[config.mk]
export PLATFORM = sky130hd
export DESIGN_NAME = enigma_rotor_stepper
export DESIGN_NICKNAME = d
export VERILOG_FILES = /design/src/rtl/enigma_rotor_stepper.sv
export SDC_FILE = /design/constraint.sdc
export NUM_CORES = 1
export LEC_CHECK = 0
export ABC_AREA = 1
export BUFFER_PORTS_ARGS = -buffer_cell sky130_fd_sc_hd__buf_2
export CAP_MARGIN = 30
export CELL_PAD_IN_SITES_DETAIL_PLACEMENT = 1
export CELL_PAD_IN_SITES_GLOBAL_PLACEMENT = 2
export CORE_MARGIN = 2
export CORE_UTILIZATION = 30
export CTS_BUF_LIST = sky130_fd_sc_hd__clkbuf_4 sky130_fd_sc_hd__clkbuf_8 sky130_fd_sc_hd__clkbuf_16
export CTS_CLUSTER_SIZE = 24
export DETAILED_ROUTE_END_ITERATION = 10
export PLACE_DENSITY_LB_ADDON = 0.08
export SKIP_LAST_GASP = 1
export SYNTH_ARGS = -nofsm -noshare
export SYNTH_HDL_FRONTEND = slang
export SYNTH_SLANG_ARGS = --single-unit
[constraint.sdc]
create_clock -name clk -period 2.4 [get_ports clk]
set_input_delay 0 -clock clk [delete_from_list [all_inputs] [get_ports clk]]
set_output_delay 0 -clock clk [all_outputs]
set_load 0.005 [all_outputs]
[src/rtl/enigma_rotor_stepper.sv]
// Three-rotor Enigma sequencing controller: rotor stepping with notch
// turnover and middle-rotor double step, one-hot key drive, fixed settle
// wait, and valid/ready capture of the enciphered letter.
module enigma_rotor_stepper #(
  parameter int unsigned NOTCH_R = 21,
  parameter int unsigned NOTCH_M = 4,
  parameter int unsigned SETTLE  = 2
) (
  input  logic        clk,
  input  logic        rst_n,
  input  logic        cfg_load,
  input  logic [4:0]  cfg_pos_l,
  input  logic [4:0]  cfg_pos_m,
  input  logic [4:0]  cfg_pos_r,
  input  logic        key_valid,
  input  logic [4:0]  key_code,
  output logic        key_ready,
  output logic [5:0]  shift_l,
  output logic [5:0]  shift_m,
  output logic [5:0]  shift_r,
  output logic [25:0] key_onehot,
  input  logic [25:0] dp_onehot,
  output logic        out_valid,
  output logic [4:0]  out_code,
  output logic        out_err,
  input  logic        out_ready
);

  typedef enum logic [1:0] {ST_IDLE, ST_SETTLE, ST_OUT} state_t;

  localparam logic [4:0] NR = 5'(NOTCH_R);
  localparam logic [4:0] NM = 5'(NOTCH_M);
  localparam logic [3:0] SL = 4'(SETTLE);

  state_t     state;
  logic [4:0] pos_l, pos_m, pos_r;
  logic [3:0] cnt;
  logic       key_bad;
  logic [4:0] dp_hits;
  logic [4:0] dp_idx;

  function automatic logic [4:0] inc26(input logic [4:0] v);
    return (v >= 5'd25) ? 5'd0 : v + 5'd1;
  endfunction

  function automatic logic [4:0] red26(input logic [4:0] v);
    return (v > 5'd25) ? v - 5'd26 : v;
  endfunction

  assign key_ready = (state == ST_IDLE) && !cfg_load;
  assign shift_l   = {1'b0, pos_l};
  assign shift_m   = {1'b0, pos_m};
  assign shift_r   = {1'b0, pos_r};

  // Count set bits of the datapath result and remember the highest one set.
  always_comb begin
    dp_hits = '0;
    dp_idx  = '0;
    for (int unsigned i = 0; i < 26; i++) begin
      if (dp_onehot[i]) begin
        dp_hits = dp_hits + 5'd1;
        dp_idx  = 5'(i);
      end
    end
  end

  // Controller FSM with rotor positions and registered result outputs.
  always_ff @(posedge clk or negedge rst_n) begin
    if (!rst_n) begin
      state      <= ST_IDLE;
      pos_l      <= '0;
      pos_m      <= '0;
      pos_r      <= '0;
      cnt        <= '0;
      key_bad    <= 1'b0;
      key_onehot <= '0;
      out_valid  <= 1'b0;
      out_code   <= '0;
      out_err    <= 1'b0;
    end else begin
      case (state)
        ST_IDLE: begin
          if (cfg_load) begin
            pos_l <= red26(cfg_pos_l);
            pos_m <= red26(cfg_pos_m);
            pos_r <= red26(cfg_pos_r);
          end else if (key_valid) begin
            // Counter starts at SETTLE so the capture edge falls SETTLE+1
            // edges after the accept edge.
            cnt   <= SL;
            state <= ST_SETTLE;
            if (key_code <= 5'd25) begin
              key_onehot <= 26'd1 << key_code;
              key_bad    <= 1'b0;
              pos_r      <= inc26(pos_r);
              if (pos_r == NR || pos_m == NM) pos_m <= inc26(pos_m);
              if (pos_m == NM) pos_l <= inc26(pos_l);
            end else begin
              key_onehot <= '0;
              key_bad    <= 1'b1;
            end
          end
        end
        ST_SETTLE: begin
          if (cnt == 4'd0) begin
            out_valid <= 1'b1;
            out_code  <= (dp_hits == 5'd1) ? dp_idx : 5'd0;
            out_err   <= (dp_hits != 5'd1) || key_bad;
            state     <= ST_OUT;
          end else begin
            cnt <= cnt - 4'd1;
          end
        end
        ST_OUT: begin
          if (out_ready) begin
            out_valid <= 1'b0;
            state     <= ST_IDLE;
          end
        end
        default: state <= ST_IDLE;
      endcase
    end
  end

endmodule

==> reports/results.ini <==
[routing]
remaining_drc_errors = 0
wl_per_cell_um = 12.6
routed-via-count = 7178
postRouteAntennaNets = 0
drt-total-wl_um = 19900
drt_first_iter_violations = 129
routed_via_density = 4.54
first_pass_iters = 4

[finish]
area_growth_pct = 49.0
final_cell_count_no_fill = 1581
final_area_um2 = 9190
fin_util_pct = 45.5
mostFrequentLayoutCells = nand2_1 (295), buf_4 (187), inv_1 (169), buf_2 (97), nand3_1 (88)
drive_gt1_share_pct = 36.7
multiInputGateArea_um2 = 4560
antenna_cells = 0
seq_area_um2 = 1380
fillers = 2722
finalNetCount = 1400
layout_commonest_cell = nand2_1

[clock_tree]
clock_tree.buffer_depth = 2
clkTransAtPathRegs_ns = 0.07
cts_inserted_buffers = 5
clock-sinks = 55
clock-root-buffer = clkbuf_16
clkLatencyLatePin_ns = 0.29
cts_tree = done
htreeDepth = 2

[sta]
finalSetupViolCount = 6
rsz0062_at_grt = yes
skew_ns = 0.00667
final_max_slew_viol_count = 0
finalCritPeriodShare_pct = 447
fin_tns_setup_ns = -49.94
fin_ws_ns = -8.34
whs_ns = 0.0301
period_needed_ns = 10.74
hold_viol = 0
relSlewSlack_pct = 63.8
worst_pin_slew_ns = 0.538
max_freq_mhz = 93.1

[global_routing]
overflow = 0
gr-usage-met3_pct = 2.36
track_usage_pct = 18.2
grt_pass1_wl_um = 33500
antenna_found_initial = 1
use_met1_pct = 22.1
use_met2_pct = 34.9
busiest_layer = met2
grt_pass1_vias = 7453
grt_max_degree = 41

[yosys]
synthFlopType = dfrtp_1
ys_ff_latch = 55
synth.avg_cell_area_um2 = 6.03
synth_edf_count = 0
synth_seq_area_share_pct = 22.3
syn-cell-area_um2 = 6160
yosysWarningCount = 0
synthCells = 1022
synthArstFlopShare_pct = 100
synth_cell_types = 42

[hold_path]
hp-class = in -> reg
hold_start = key_code[3]

[floorplanning]
placementRows = 52
dieWidth_um = 147
chipHeight_um = 147
initial_core_util_pct = 30.6
io_pins = 103
dieArea_um2 = 21700
core_um2 = 20200

[setup_path]
slowest_stage = ha_4
r2r_start = state[1]$_DFFE_PN0P_
cp.required_ns = 2.63
critical_path_class = in -> reg
cp-startpoint = dp_onehot[1]
crit_arrival_ns = 10.97
critPathLaunchType = primary input
end_kind = flop
path_max_fanout = 6
cp_common_cell = nand2_4
critPathMaxStageDelay_ns = 0.29

[placement]
io_buffers = 99
placed_cells = 1557
hpwlAfterDp_um = 16400
gp_congestion = 0.788
pre_cts_slack_ns = -9.53
dpl_cell_area_um2 = 8470

[job]
cap_violations = 0

[run_status]
status = finished with violations
violations = negative setup slack

[power]
powerDensity_nw_per_um2 = 810
power_mw = 7.44
ir_worst_vdd_mv = 0.413
power.leakage_nw = 5.39

[sequential cells by signal, indices dropped and copies added (netlist names)]
| register | count |
|---|---|
| pos_m | 5 |
| out_valid | 1 |
| pos_l | 5 |
| out_code | 5 |
| key_onehot | 26 |
| pos_r | 5 |
| cnt | 4 |
| state | 2 |
| key_bad | 1 |
| out_err | 1 |
[worst max-delay path, delay by kind of cell]
kind / cells / cell delay (ns)
buffers and inverters: 12 / 0.58
and+or+nand+nor: 51 / 4.61
AOI/OAI and AO/OA: 2 / 0.22
adders and majority gates: 24 / 5.51
[cell families after synthesis]
kind of cell / Yosys count / share of synthesized area, %
buf+inv: 203 / 12.7
fa+ha+maj: 39 / 7.92
xor+xnor: 8 / 1.14
other cells: 1 / 0.0608
flops: 55 / 22.3
compound gates: 112 / 10.3
simple gates: 604 / 45.6
[repair_timing]
| action | in CTS | in global routing |
|---|---|---|
| resized for setup | 6 | 66 |
| hold buffers | 3 | 0 |
| hold endpoints to repair | 41 | 0 |
| buffers inserted | 4 | 8 |
| endpoints found under the setup margin | 6 | 6 |
| pin swaps | 5 | 60 |
[Yosys cell counts (all sizes together) (7+ instances only)]
library cell | number | area share [%]
a21oi | 25 | 2.1
xor2 | 8 | 1.1
nand3b | 8 | 0.97
nand3 | 110 | 11
nor3 | 9 | 0.73
o21ai | 59 | 4.9
dfrtp | 55 | 22
clkbuf | 7 | 0.43
ha | 39 | 7.9
inv | 191 | 12
nand2 | 393 | 27
a21boi | 7 | 0.85
or2 | 10 | 1.0
nor2 | 66 | 4.3
[routing by layer]
metal | up-vias | share of wire [%]
met2 | 67 | 52
met3 | 14 | 2.6
met5 | - | 0.055
met1 | 3332 | 44
li1 | 3763 | -
met4 | 2 | 0.82
[area by class of cell]
cell class                      count  area share [%]
Multi-Input combinational cell    766            49.6
Tap cell                          270            3.68
Clock inverter                      2           0.654
Clock buffer                        6            1.44
Timing Repair Buffer              290            21.5
Inverter                          192            8.12
Sequential cell                    55            15.0
[path summary, 6_finish.rpt]
kind / to / slack (ns) / cells past startpoint
worst max-delay path: out_code[2]$_DFFE_PN0P_ / -8.34 / 89
worst min-delay path: key_onehot[24]$_DFFE_PN0P_ / 0.03 / 3
worst max register to register: pos_m[0]$_DFFE_PN0P_ / 0.29 / 9
worst min register to register: cnt[3]$_DFFE_PN0P_ / 0.48 / 1
max in group asynchronous: cnt[3]$_DFFE_PN0P_ / 1.56 / 3
min in group asynchronous: key_onehot[12]$_DFFE_PN0P_ / 0.22 / 2
[power by group]
part | leakage (nW) | internal (mW) | total [mW] | switching (mW)
registers | 0.718 | 1.18 | 1.46 | 0.279
clock network | 0.0945 | 0.610 | 0.943 | 0.332
logic | 4.58 | 2.25 | 5.04 | 2.79
No activity file was read; power rests on OpenSTA's default activity.
